`src/rtl/mul8_shift_add.sv`:
```
// Sequential unsigned shift-add multiplier (WIDTH x WIDTH -> 2*WIDTH) with ready/valid handshakes.
// Define MUL_EARLY_TERM_EN to finish as soon as the remaining multiplier bits are all zero.
module mul8_shift_add #(
  parameter int WIDTH = 8
) (
  input  logic                 clk,
  input  logic                 rst_n,
  input  logic                 in_valid,
  output logic                 in_ready,
  input  logic [WIDTH-1:0]     a,
  input  logic [WIDTH-1:0]     b,
  output logic                 out_valid,
  input  logic                 out_ready,
  output logic [2*WIDTH-1:0]   product,
  output logic                 hi_nz
);

  localparam int CW = $clog2(WIDTH + 1);

  typedef enum logic [1:0] {IDLE, RUN, DONE} state_t;

  state_t               state_reg, state_next;
  logic [WIDTH-1:0]     a_reg, p_reg, q_reg;
  logic [CW-1:0]        cnt_reg;

  logic [WIDTH-1:0]     addend, sum;
  logic [WIDTH:0]       carry;
  logic [2*WIDTH-1:0]   pq_shift, pq_final;
  logic [CW-1:0]        cnt_dec;
  logic                 last_iter;

  // One ripple adder: P + (Q[0] ? A : 0), carry-in 0.
  assign addend   = q_reg[0] ? a_reg : '0;
  assign carry[0] = 1'b0;

  generate
    for (genvar gi = 0; gi < WIDTH; gi++) begin : g_fa
      assign sum[gi]     = p_reg[gi] ^ addend[gi] ^ carry[gi];
      assign carry[gi+1] = (p_reg[gi] & addend[gi]) | (carry[gi] & (p_reg[gi] ^ addend[gi]));
    end
  endgenerate

  // The carry-out lands in P's MSB after the right shift.
  assign pq_shift = {carry[WIDTH], sum, q_reg[WIDTH-1:1]};
  assign cnt_dec  = cnt_reg - 1'b1;

`ifdef MUL_EARLY_TERM_EN
  logic [WIDTH-1:0] rem_mask;

  // After this iteration the unprocessed multiplier bits are pq_shift[cnt_dec-1:0].
  assign rem_mask  = ~({WIDTH{1'b1}} << cnt_dec);
  assign last_iter = ((pq_shift[WIDTH-1:0] & rem_mask) == '0);
  assign pq_final  = pq_shift >> cnt_dec;
`else
  assign last_iter = (cnt_reg == CW'(1));
  assign pq_final  = pq_shift;
`endif

  always_ff @(posedge clk or negedge rst_n) begin
    if (!rst_n) begin
      state_reg <= IDLE;
    end else begin
      state_reg <= state_next;
    end
  end

  always_comb begin
    state_next = state_reg;
    case (state_reg)
      IDLE:    if (in_valid)  state_next = RUN;
      RUN:     if (last_iter) state_next = DONE;
      DONE:    if (out_ready) state_next = IDLE;
      default: state_next = IDLE;
    endcase
  end

  always_comb begin
    in_ready  = 1'b0;
    out_valid = 1'b0;
    product   = '0;
    hi_nz     = 1'b0;
    case (state_reg)
      IDLE: in_ready = 1'b1;
      DONE: begin
        out_valid = 1'b1;
        product   = {p_reg, q_reg};
        hi_nz     = |p_reg;
      end
      default: ;
    endcase
  end

  always_ff @(posedge clk or negedge rst_n) begin
    if (!rst_n) begin
      a_reg   <= '0;
      p_reg   <= '0;
      q_reg   <= '0;
      cnt_reg <= '0;
    end else begin
      case (state_reg)
        IDLE: begin
          if (in_valid) begin
            a_reg   <= a;
            q_reg   <= b;
            p_reg   <= '0;
            cnt_reg <= CW'(WIDTH);
          end
        end
        RUN: begin
          {p_reg, q_reg} <= last_iter ? pq_final : pq_shift;
          cnt_reg        <= last_iter ? '0 : cnt_dec;
        end
        default: ;
      endcase
    end
  end

endmodule
```
`config.mk`:
```
export PLATFORM = sky130hd
export DESIGN_NAME = mul8_shift_add
export DESIGN_NICKNAME = d
export VERILOG_FILES = /design/src/rtl/mul8_shift_add.sv
export SDC_FILE = /design/constraint.sdc
export NUM_CORES = 1
export LEC_CHECK = 0
export BUFFER_PORTS_ARGS = -buffer_cell sky130_fd_sc_hd__buf_4
export CAP_MARGIN = 0
export CELL_PAD_IN_SITES_DETAIL_PLACEMENT = 1
export CELL_PAD_IN_SITES_GLOBAL_PLACEMENT = 1
export CORE_MARGIN = 1
export CORE_UTILIZATION = 35
export CTS_CLUSTER_DIAMETER = 150
export CTS_CLUSTER_SIZE = 28
export DETAILED_ROUTE_END_ITERATION = 7
export HOLD_SLACK_MARGIN = 0.12
export PLACE_DENSITY_LB_ADDON = 0.1
export SLEW_MARGIN = 15
export SYNTH_ARGS = -nofsm -noshare
export SYNTH_HDL_FRONTEND = slang
export SYNTH_SLANG_ARGS = --single-unit
```
`constraint.sdc`:
```
create_clock -name clk -period 4.66 [get_ports clk]
set_clock_uncertainty 0.1 [all_clocks]
set_input_delay 0.466 -clock clk [delete_from_list [all_inputs] [get_ports clk]]
set_output_delay 0.466 -clock clk [all_outputs]
set_load 0.01 [all_outputs]
```
==> out/qor.txt, run 1 <==
Syn nets: 198
DRC: 0
Max-Cap Viols: 0
Multi-input gate area: 920.9 µm²
ANT nets after route: 0
Syn. warnings: 0
Sequential standard cell area: 750.7 µm²
CP required: 4.69 ns
Core area: 4817 µm²
Post-Synthesis Cell Area: 1794 µm²
TritonCTS buffer count: 5
PwrDens: 578.4 nW/µm²
Sequential fraction of the synthesis area: 0.4184
Crit-path max FO: 10
Top cell type's share of synthesized area: 0.4184
Initial antenna violation count: 0
DP Area: 2086 µm²
Largest cells by area after synthesis: dfrtp_1 (42%), fa_1 (7.8%), mux2_4 (6.7%), and2_1 (6.3%), nand2_1 (4.8%)
Final Max Slew Viols: 0
WL/cell: 15.64 µm
Area leader, netlist: dfrtp_1
Syn Area/Cell: 10.68 µm²
Die Height: 73.60 µm
Non-Filler Instances: 272
Share of cells above drive strength 1: 0.3220
Total Power: 1256 µW
Total Routing Usage GR: 0.1798
TritonCTS clock tree: yes
Crit path capture type: flip-flop
Vias per cell: 5.085
Vias in the first global route: 1461
Final setup fails: 0
FILL cells: 566
Port buffer count: 38
RSZ-0062 raised after global routing: false
Outcome: complete, no violations
Worst Setup Path Type: reg -> reg
CP Data Arrival Time: 3.90 ns
Area growth syn-to-layout: 21.06%
Largest net degree at the start of global routing: 31
Peak supply drop: 0.2467 mV
Worst-path clk slew: 0.06 ns
Synth cell types: 33
Clock root buffer: clkbuf_8
PostCTS Resize Cnt: 0
Post-Syn Instances: 168
Placed wire-length estimate: 2975 µm
DR pass1 iterations: 4
Hold_sp: a[6]
Max-slew headroom: 0.5043
Worst setup SP type: flip-flop
Worst hold path type: in -> reg
Final WL: 4254 µm
Max clock buf depth: 2
First-pass GRT wire length: 7203 µm
CTS Sinks: 30
I/O pin cnt: 39
Clock latency on the worst-skew pair: 0.28 ns
# rows: 25
Least-Margin Pin Slew: 0.7435 ns
Fin. Hold Viols: 0
Die area: 5417 µm²
Final period utilization: 0.8302
Detailed Route Iter0 Violations: 74
Worst reg2reg path startpoint: q_reg[0]
Design Area, Final: 2172 µm²
CP Launch Point: q_reg[0]
Routability Congestion: 0.7523
H-tree levels: 2
Setup TNS: 0 ns
Max Clk Rate: 258.5 MHz
DIE WIDTH: 73.60 µm
GRT Residual Overflow: 0
N_diodes: 0
Via count: 1383
Leakage: 0.0009953 µW
Placed cell count: 264
NumNets Final: 235
Seq cells post-synth: 30
Starting density of the core: 0.3725
Final min period: 3.869 ns
critical path, cell delays in order, from the launching register on:
cell and delay (ns):
dfrtp_1 0.50, and2_1 0.17, ha_1 0.14, inv_1 0.05
fa_1 0.38, fa_1 0.39, fa_1 0.39, fa_1 0.39
fa_1 0.37, inv_1 0.07, fa_1 0.17, inv_1 0.05
fa_1 0.47, o22ai_1 0.08
synthesized netlist by cell type (all sizes together):
library cell / instances
inv: 12
mux2: 8
o21bai: 1
o21ai: 11
nor2b: 3
o22ai: 8
o31ai: 1
dfrtp: 30
and2b: 5
clkbuf: 2
ha: 3
and3b: 5
buf: 6
a21boi: 1
o41ai: 1
a22oi: 3
nand2: 23
bufbuf: 1
or4: 2
and2: 18
nor2: 1
o311ai: 1
nor4: 2
or3b: 1
a21oi: 9
nand2b: 2
fa: 7
or2b: 1
logic make-up after synthesis:
group	count (synthesis)	synth area share
AND/OR/NAND/NOR	63	0.2211
adder cells (fa/ha/maj)	10	0.09902
buffers and inverters	21	0.06834
AO/OA/AOI/OAI	36	0.1262
multiplexers	8	0.06695
flip-flops	30	0.4184
layer usage:
layer | share of wire | vias to the layer above | wire length, µm | GRT usage
met1 | 0.45 | 706 | 1931 | 0.2299
li1 | - | 634 | - | -
met3 | 0.041 | 10 | 174 | 0.05075
met2 | 0.48 | 33 | 2044 | 0.2875
met4 | 0.024 | 0 | 103 | 0.07051
met5 | 0 | - | 0 | 0
timing repair:
action,4_1_cts,5_1_grt
hold buffers,1,0
setup buffers,0,0
hold endpoints to repair,30,0
layout by cell type (no fill, tap or decap), drive strengths merged:
| cell | n |
|---|---|
| a21boi | 1 |
| a21oi | 9 |
| a22oi | 3 |
| and2 | 18 |
| and2b | 5 |
| and3b | 5 |
| buf | 38 |
| clkbuf | 7 |
| dfrtp | 30 |
| dlygate4sd3 | 1 |
| fa | 7 |
| ha | 3 |
| inv | 12 |
| mux2 | 8 |
| nand2 | 23 |
| nand2b | 2 |
| nor2 | 1 |
| nor2b | 3 |
| nor4 | 2 |
| o21ai | 11 |
| o21bai | 1 |
| o22ai | 8 |
| o311ai | 1 |
| o31ai | 1 |
| o41ai | 1 |
| or2b | 1 |
| or3b | 1 |
| or4 | 2 |
layout make-up:
type / count / area share
multi-input combinational: 117 / 0.4240
sequential: 30 / 0.3456
timing repair buffer: 39 / 0.1359
tap: 67 / 0.03859
clock buffer: 7 / 0.03514
inverter: 12 / 0.02074
metrics by stage:
stage               setup slack (ns)    util  hold WS [ns]
floorplan                     0.9264       -       0.07041
global placement              0.8814  0.4330        0.3219
detailed placement            0.8037  0.4330        0.3299
CTS                           0.7635  0.4509        0.3050
global route                  0.5967  0.4509        0.3079
finish                        0.7914  0.4509        0.3128
path summary, 6_finish.rpt:
path                            slack [ns]  cells past startpoint    endpoint
min in group asynchronous             0.55                      2  cnt_reg[1]
worst max register to register        0.79                     13    p_reg[6]
worst min-delay path                  0.31                      2    a_reg[6]
max in group asynchronous             3.60                      2    a_reg[3]
worst min register to register        0.41                      2    q_reg[1]
worst max-delay path                  0.79                     13    p_reg[6]
power by group:
part,switching [µW],internal (µW),leakage [µW]
Sequential,141,384,0.000370
Combinational,263,272,0.000587
Clock,94.5,103,0.0000383
No activity file was read; power rests on OpenSTA's default activity.
==> run 2, diff against run 1 <==
- clock period: 4.66 -> 3.1 ns (I/O delays scaled with it)
==> run 2 against run 1 <==
The run now ends with setup timing left. Register-to-register slack worse by 1.1 ns. Via count down 1.9%. Clock-buffer cell count unchanged. Flip-flop and latch count unchanged. Sequential power up 47%. First-iteration DRC count down 61%. Utilization up 1.6 points. Maximum frequency up 13%. Design area up 3.5%. Global-route usage down 0.38 points.
==> out/qor.txt, run 2 (synthesis results as in run 1) <==
First-pass GRT wire length: 7044 µm (-2.2%)
Reg-to-Reg End: p_reg[6]
CP Data Arrival Time: 3.44 ns (-0.46 ns)
Worst reg2reg path startpoint: a_reg[0]
Worst hold path type: in -> reg
Outcome: complete, but fails checks
N_diodes: 0 (unchanged)
CTS Sinks: 30 (unchanged)
Max-Cap Viols: 0 (unchanged)
Max-slew headroom: 0.5242 (+0.01988)
Pre-CTS setup slack: -0.3518 ns (-1.156 ns)
Hold_sp: a[4]
Clock root buffer: clkbuf_8
Die area: 5417 µm² (unchanged)
Via count: 1357 (-1.9%)
DP Area: 2151 µm² (+3.1%)
Vias in the first global route: 1424 (-2.5%)
Die Height: 73.60 µm (unchanged)
Starting density of the core: 0.3725 (unchanged)
Worst-path clk slew: 0.06 ns (about the same)
Routability Congestion: 0.7275 (-3.3%)
Final Worst Setup Slack: -0.3126 ns (-1.104 ns)
Sequential standard cell area: 750.7 µm² (unchanged)
Hold EP: a_reg[4]
NumNets Final: 241 (+2.6%)
Hold path depth: 2 (unchanged)
Non-Filler Instances: 278 (+2.2%)
CP required: 3.12 ns (-1.57 ns)
Max Clk Rate: 293.0 MHz (+13%)
Placed wire-length estimate: 2981 µm (+0.20%)
Port buffer count: 38 (unchanged)
DR pass1 iterations: 4 (unchanged)
Final setup fails: 3 (+3)
Slowest CP cell: fa_1
Vias per cell: 4.881 (-4.0%)
CP most frequent cell: fa_2
Most frequent cells in the layout: buf_4 (44), dfrtp_1 (30), nand2_1 (22)
Crit-path max FO: 2 (-8)
# rows: 25 (unchanged)
Final min period: 3.413 ns (-0.4560 ns)
Final WL: 4271 µm (+0.40%)
Multi-input gate area: 950.9 µm² (+3.3%)
GRT Residual Overflow: 0 (unchanged)
CP max stage delay: 0.48 ns (-0.02 ns)
Initial antenna violation count: 0 (unchanged)
Design Area, Final: 2247 µm² (+3.5%)
Worst R2R Path Depth: 13 (unchanged)
PwrDens: 873.3 nW/µm² (+51%)
Worst Setup Path Type: reg -> reg
Worst setup SP type: flip-flop
R2r setup slk: -0.31 ns (-1.10 ns)
RSZ-0062 raised after global routing: true
Share of cells above drive strength 1: 0.3886 (+0.06667)
FILL cells: 561 (-0.88%)
Least-Margin Pin Slew: 0.7137 ns (-0.02982 ns)
Final Max Slew Viols: 0 (unchanged)
Largest net degree at the start of global routing: 31 (unchanged)
H-tree levels: 2 (unchanged)
DIE WIDTH: 73.60 µm (unchanged)
Leakage: 0.001025 µW (+3.0%)
Placed cell count: 269 (+1.9%)
Core area: 4817 µm² (unchanged)
DRC: 0 (unchanged)
Max clock buf depth: 2 (unchanged)
TritonCTS clock tree: yes
Worst-path cell chain: and2_4 > ha_4 > inv_2 > fa_2 > fa_2 > fa_2 > fa_2 > fa_2 > inv_2 > fa_1 > inv_1 > fa_1 > o22ai_1
Total Routing Usage GR: 0.1760 (-0.003800)
Detailed Route Iter0 Violations: 29 (-61%)
Failing checks: setup timing
Peak supply drop: 0.3274 mV (+33%)
Final period utilization: 1.101 (+0.2707)
Fin. Hold Viols: 0 (unchanged)
Area growth syn-to-layout: 25.24%
Most common cell after layout, fill and taps aside: buf_4
I/O pin cnt: 39 (unchanged)
Crit path capture type: flip-flop
Clock latency on the worst-skew pair: 0.28 ns (about the same)
WL/cell: 15.36 µm (-1.8%)
TritonCTS buffer count: 5 (unchanged)
ANT nets after route: 0 (unchanged)
## run 2: cell types whose count changed in the layout (fill, tap and decap cells not counted)
| cell | previous run | this run |
|---|---|---|
| and2_1 | 18 | 17 |
| fa_1 | 7 | 2 |
| ha_1 | 3 | 2 |
| fa_2 | 0 | 5 |
| inv_2 | 0 | 2 |
| inv_1 | 12 | 10 |
| nand2_1 | 23 | 22 |
| and2_4 | 0 | 1 |
| ha_4 | 0 | 1 |
| buf_4 | 38 | 44 |
| nand2_2 | 0 | 1 |
## run 2: layout make-up
cell class,count,area share
Clock buffer,7,0.03396
Inverter,12,0.02004
Multi-Input combinational cell,117,0.4232
Sequential cell,30,0.3341
Tap cell,67,0.03731
Timing Repair Buffer,45,0.1514
## run 2: through the flow
| step | total power (µW) | hold WS (ns) | util | setup TNS, ns |
|---|---|---|---|---|
| floorplan | 1434 | -0.08559 | - | -0.7439 |
| global placement | 1623 | 0.1714 | 0.4465 | -0.5975 |
| detailed placement | 1664 | 0.1750 | 0.4465 | -0.7532 |
| CTS | 1990 | 0.1515 | 0.4665 | -0.6316 |
| global route | 2138 | 0.1560 | 0.4665 | -0.9048 |
| finish | 1962 | 0.1619 | 0.4665 | -0.6211 |
## run 2: worst max-delay path by stage
stage                         from       end  slack [ns]  depth (start not counted)
after detailed placement  a_reg[0]  p_reg[6]       -0.35                         13
after global routing      a_reg[0]  p_reg[6]       -0.42                         13
after floorplan           q_reg[0]  p_reg[6]       -0.33                         14
after CTS                 a_reg[0]  p_reg[6]       -0.32                         13
final                     a_reg[0]  p_reg[6]       -0.31                         13
after global placement    a_reg[0]  p_reg[6]       -0.30                         13
## run 2: worst max-delay path: cells and delay by family, from the launching register on
kind	cells	cell delay, ns
adder cells (fa/ha/maj)	8	2.45
flip-flops	1	0.34
AND/OR/NAND/NOR	1	0.15
buffers and inverters	3	0.14
AO/OA/AOI/OAI	1	0.08
## run 2: power breakdown
group	switching, µW	internal [µW]
combinational	432	467
clock	137	154
sequential	195	577
total	765	1200
## run 2: per-layer routing
| metal | vias to the layer above | GRT usage | part of all wire |
|---|---|---|---|
| met2 | 22 | 0.2905 | 0.50 |
| li1 | 651 | - | - |
| met1 | 678 | 0.2247 | 0.45 |
| met4 | 0 | 0.05769 | 0.015 |
| met5 | - | 0 | 0 |
| met3 | 6 | 0.04527 | 0.031 |
## run 2: timing repair
action                                  CTS  global route
pin swaps                                 2             0
resized for setup                         1             0
hold endpoints to repair                 30             0
hold buffers                              1             0
buffers inserted                          1             0
endpoints found under the setup margin    3             3
==> run 3, diff against run 2 <==
- CORE_UTILIZATION: 35 -> 25
==> run 3 against run 2 <==
The run still ends with setup timing left. Sequential share of layout area shrank 0.85 points. Utilization shrank 13 points. Routed wire length grew 9.2%. Critical endpoint unchanged. Highest routed layer unchanged.
==> out/qor.txt, run 3 (synthesis results as in run 1) <==
CP required: 3.13 ns (about the same)
Final period utilization: 1.123 (+0.02181)
N_diodes: 0 (unchanged)
Fin. Hold Viols: 0 (unchanged)
Port buffer count: 38 (unchanged)
Sw power: 795.5 µW (+4.1%)
RSZ-0062 raised after global routing: true
TritonCTS buffer count: 5 (unchanged)
First-pass GRT wire length: 7886 µm (+12%)
TritonCTS clock tree: yes
Worst Setup Path Type: reg -> reg
Die area: 7519 µm² (+39%)
WHS: 0.1504 ns (-0.01146 ns)
Starting density of the core: 0.2612 (-0.1113)
Largest net degree at the start of global routing: 31 (unchanged)
Slowest CP cell: fa_1
GRT Residual Overflow: 0 (unchanged)
Most frequent cells in the layout: buf_4 (45), dfrtp_1 (30), nand2_1 (22)
CP max stage delay: 0.48 ns (about the same)
P_int: 1235 µW (+3.1%)
Crit path capture type: flip-flop
I/O pin cnt: 39 (unchanged)
Area growth syn-to-layout: 28.52%
# rows: 30 (+20%)
Worst R2R Path Depth: 13 (unchanged)
Worst setup SP type: flip-flop
Worst-path clk slew: 0.07 ns (about the same)
CTS Sinks: 30 (unchanged)
WL/cell: 15.10 µm (-1.7%)
Peak supply drop: 0.2382 mV (-27%)
H-tree levels: 2 (unchanged)
Worst-path cell chain: and2_4 > ha_4 > inv_2 > fa_2 > fa_2 > fa_2 > fa_2 > fa_2 > inv_2 > fa_1 > inv_1 > fa_1 > o22ai_1
Most common cell after layout, fill and taps aside: buf_4
Max Clk Rate: 287.3 MHz (-1.9%)
Outcome: complete, but fails checks
Clock root buffer: clkbuf_8
DRC: 0 (unchanged)
Total Routing Usage GR: 0.1387 (-0.03730)
Die Height: 86.72 µm (+18%)
Sequential standard cell area: 750.7 µm² (unchanged)
Pre-CTS setup slack: -0.3962 ns (-0.04440 ns)
Share of cells above drive strength 1: 0.3991 (+0.01044)
Met1 Usage GRT: 0.1840 (-0.04061)
Detailed Route Iter0 Violations: 42 (+45%)
NumNets Final: 242 (+0.41%)
Final setup fails: 3 (unchanged)
GRT busiest layer: met2
Final WL: 4666 µm (+9.2%)
Vias per cell: 4.453 (-8.8%)
Max clock buf depth: 2 (unchanged)
DP Area: 2195 µm² (+2.0%)
Switching part of the total: 0.3917 (+0.002115)
Clock latency on the worst-skew pair: 0.29 ns (about the same)
Worst hold path type: in -> reg
Placed wire-length estimate: 3153 µm (+5.8%)
Crit-path max FO: 2 (unchanged)
Max-slew headroom: 0.5126 (-0.01164)
Design Area, Final: 2306 µm² (+2.6%)
Reg power frac: 0.378 (-0.015)
Logic pwr share: 0.455 (-0.003)
ANT nets after route: 0 (unchanged)
Max-Cap Viols: 0 (unchanged)
DR pass1 iterations: 4 (unchanged)
Final Worst Setup Slack: -0.3802 ns (-0.06761 ns)
Total Power: 2031 µW (+3.5%)
FILL cells: 780 (+39%)
CP Data Arrival Time: 3.51 ns (+0.07 ns)
Final Max Slew Viols: 0 (unchanged)
Met2 Use GR: 0.2251 (-0.06541)
Final min period: 3.480 ns (+0.06761 ns)
Initial antenna violation count: 0 (unchanged)
Via count: 1376 (+1.4%)
Hold path depth: 2 (unchanged)
DIE WIDTH: 86.72 µm (+18%)
CP most frequent cell: fa_2
Core area: 6869 µm² (+43%)
Clock power share: 0.167 (+0.019)
Multi-input gate area: 950.9 µm² (unchanged)
Routability Congestion: 0.6644 (-8.7%)
Failing checks: setup timing
PwrDens: 880.7 nW/µm² (+0.85%)
Vias in the first global route: 1530 (+7.4%)
Least-Margin Pin Slew: 0.7311 ns (+0.01747 ns)
Leakage: 0.001040 µW (+1.5%)
M3 GR Usage: 0.03238 (-0.01289)
## run 3: critical path: cells and delay by family (launching register included)
kind / cells / cell delay (ns)
adders and majority gates: 8 / 2.47
DFF: 1 / 0.35
buffers and inverters: 3 / 0.15
and+or+nand+nor: 1 / 0.15
AOI/OAI and AO/OA: 1 / 0.09
## run 3: repair_timing
action                     CTS  global route
cloned                       0             0
setup buffers                0             1
hold endpoints to repair    30             0
hold buffers                 1             0
setup endpoints to repair    3             3
pin swaps                    2             0
resized for setup            1             0
## run 3: path summary, 6_finish.rpt
check | start | endpoint | slack (ns)
worst max-delay path | a_reg[0] | p_reg[6] | -0.38
worst min-delay path | a[3] | a_reg[3] | 0.15
worst max register to register | a_reg[0] | p_reg[6] | -0.38
worst min register to register | a_reg[6] | a_reg[6] | 0.42
max in group asynchronous | rst_n | p_reg[4] | 2.18
min in group asynchronous | rst_n | q_reg[5] | 0.42
## run 3: layout make-up
class                      count  share of cell area
clock buffer                   7             0.03744
timing repair buffer          46              0.1508
multi-input combinational    117              0.4124
sequential                    30              0.3256
tap                           96             0.05209
clock inverter                 1            0.002170
inverter                      12             0.01953
## run 3: power by group through the flow
stage / clock (µW) / combinational, µW / sequential (µW)
after floorplan: 0 / 748 / 686
after global placement: 0 / 890 / 765
after detailed placement: 0 / 913 / 777
after CTS: 359 / 931 / 773
after global routing: 374 / 1050 / 802
final: 339 / 924 / 768
## run 3: metrics by stage
step | utilization | std cells | setup TNS [ns]
2_1_floorplan | - | 168 | -0.7439
3_3_place_gp | 0.3195 | 299 | -0.6630
3_5_place_dp | 0.3195 | 299 | -0.8625
4_1_cts | 0.3346 | 308 | -0.7845
5_1_grt | 0.3357 | 309 | -1.102
6_report | 0.3357 | 309 | -0.7699
## run 3: layer usage
metal	share of wire	vias up
met4	0.012	0
met3	0.033	6
met2	0.48	26
met1	0.48	692
met5	0	-
li1	-	652
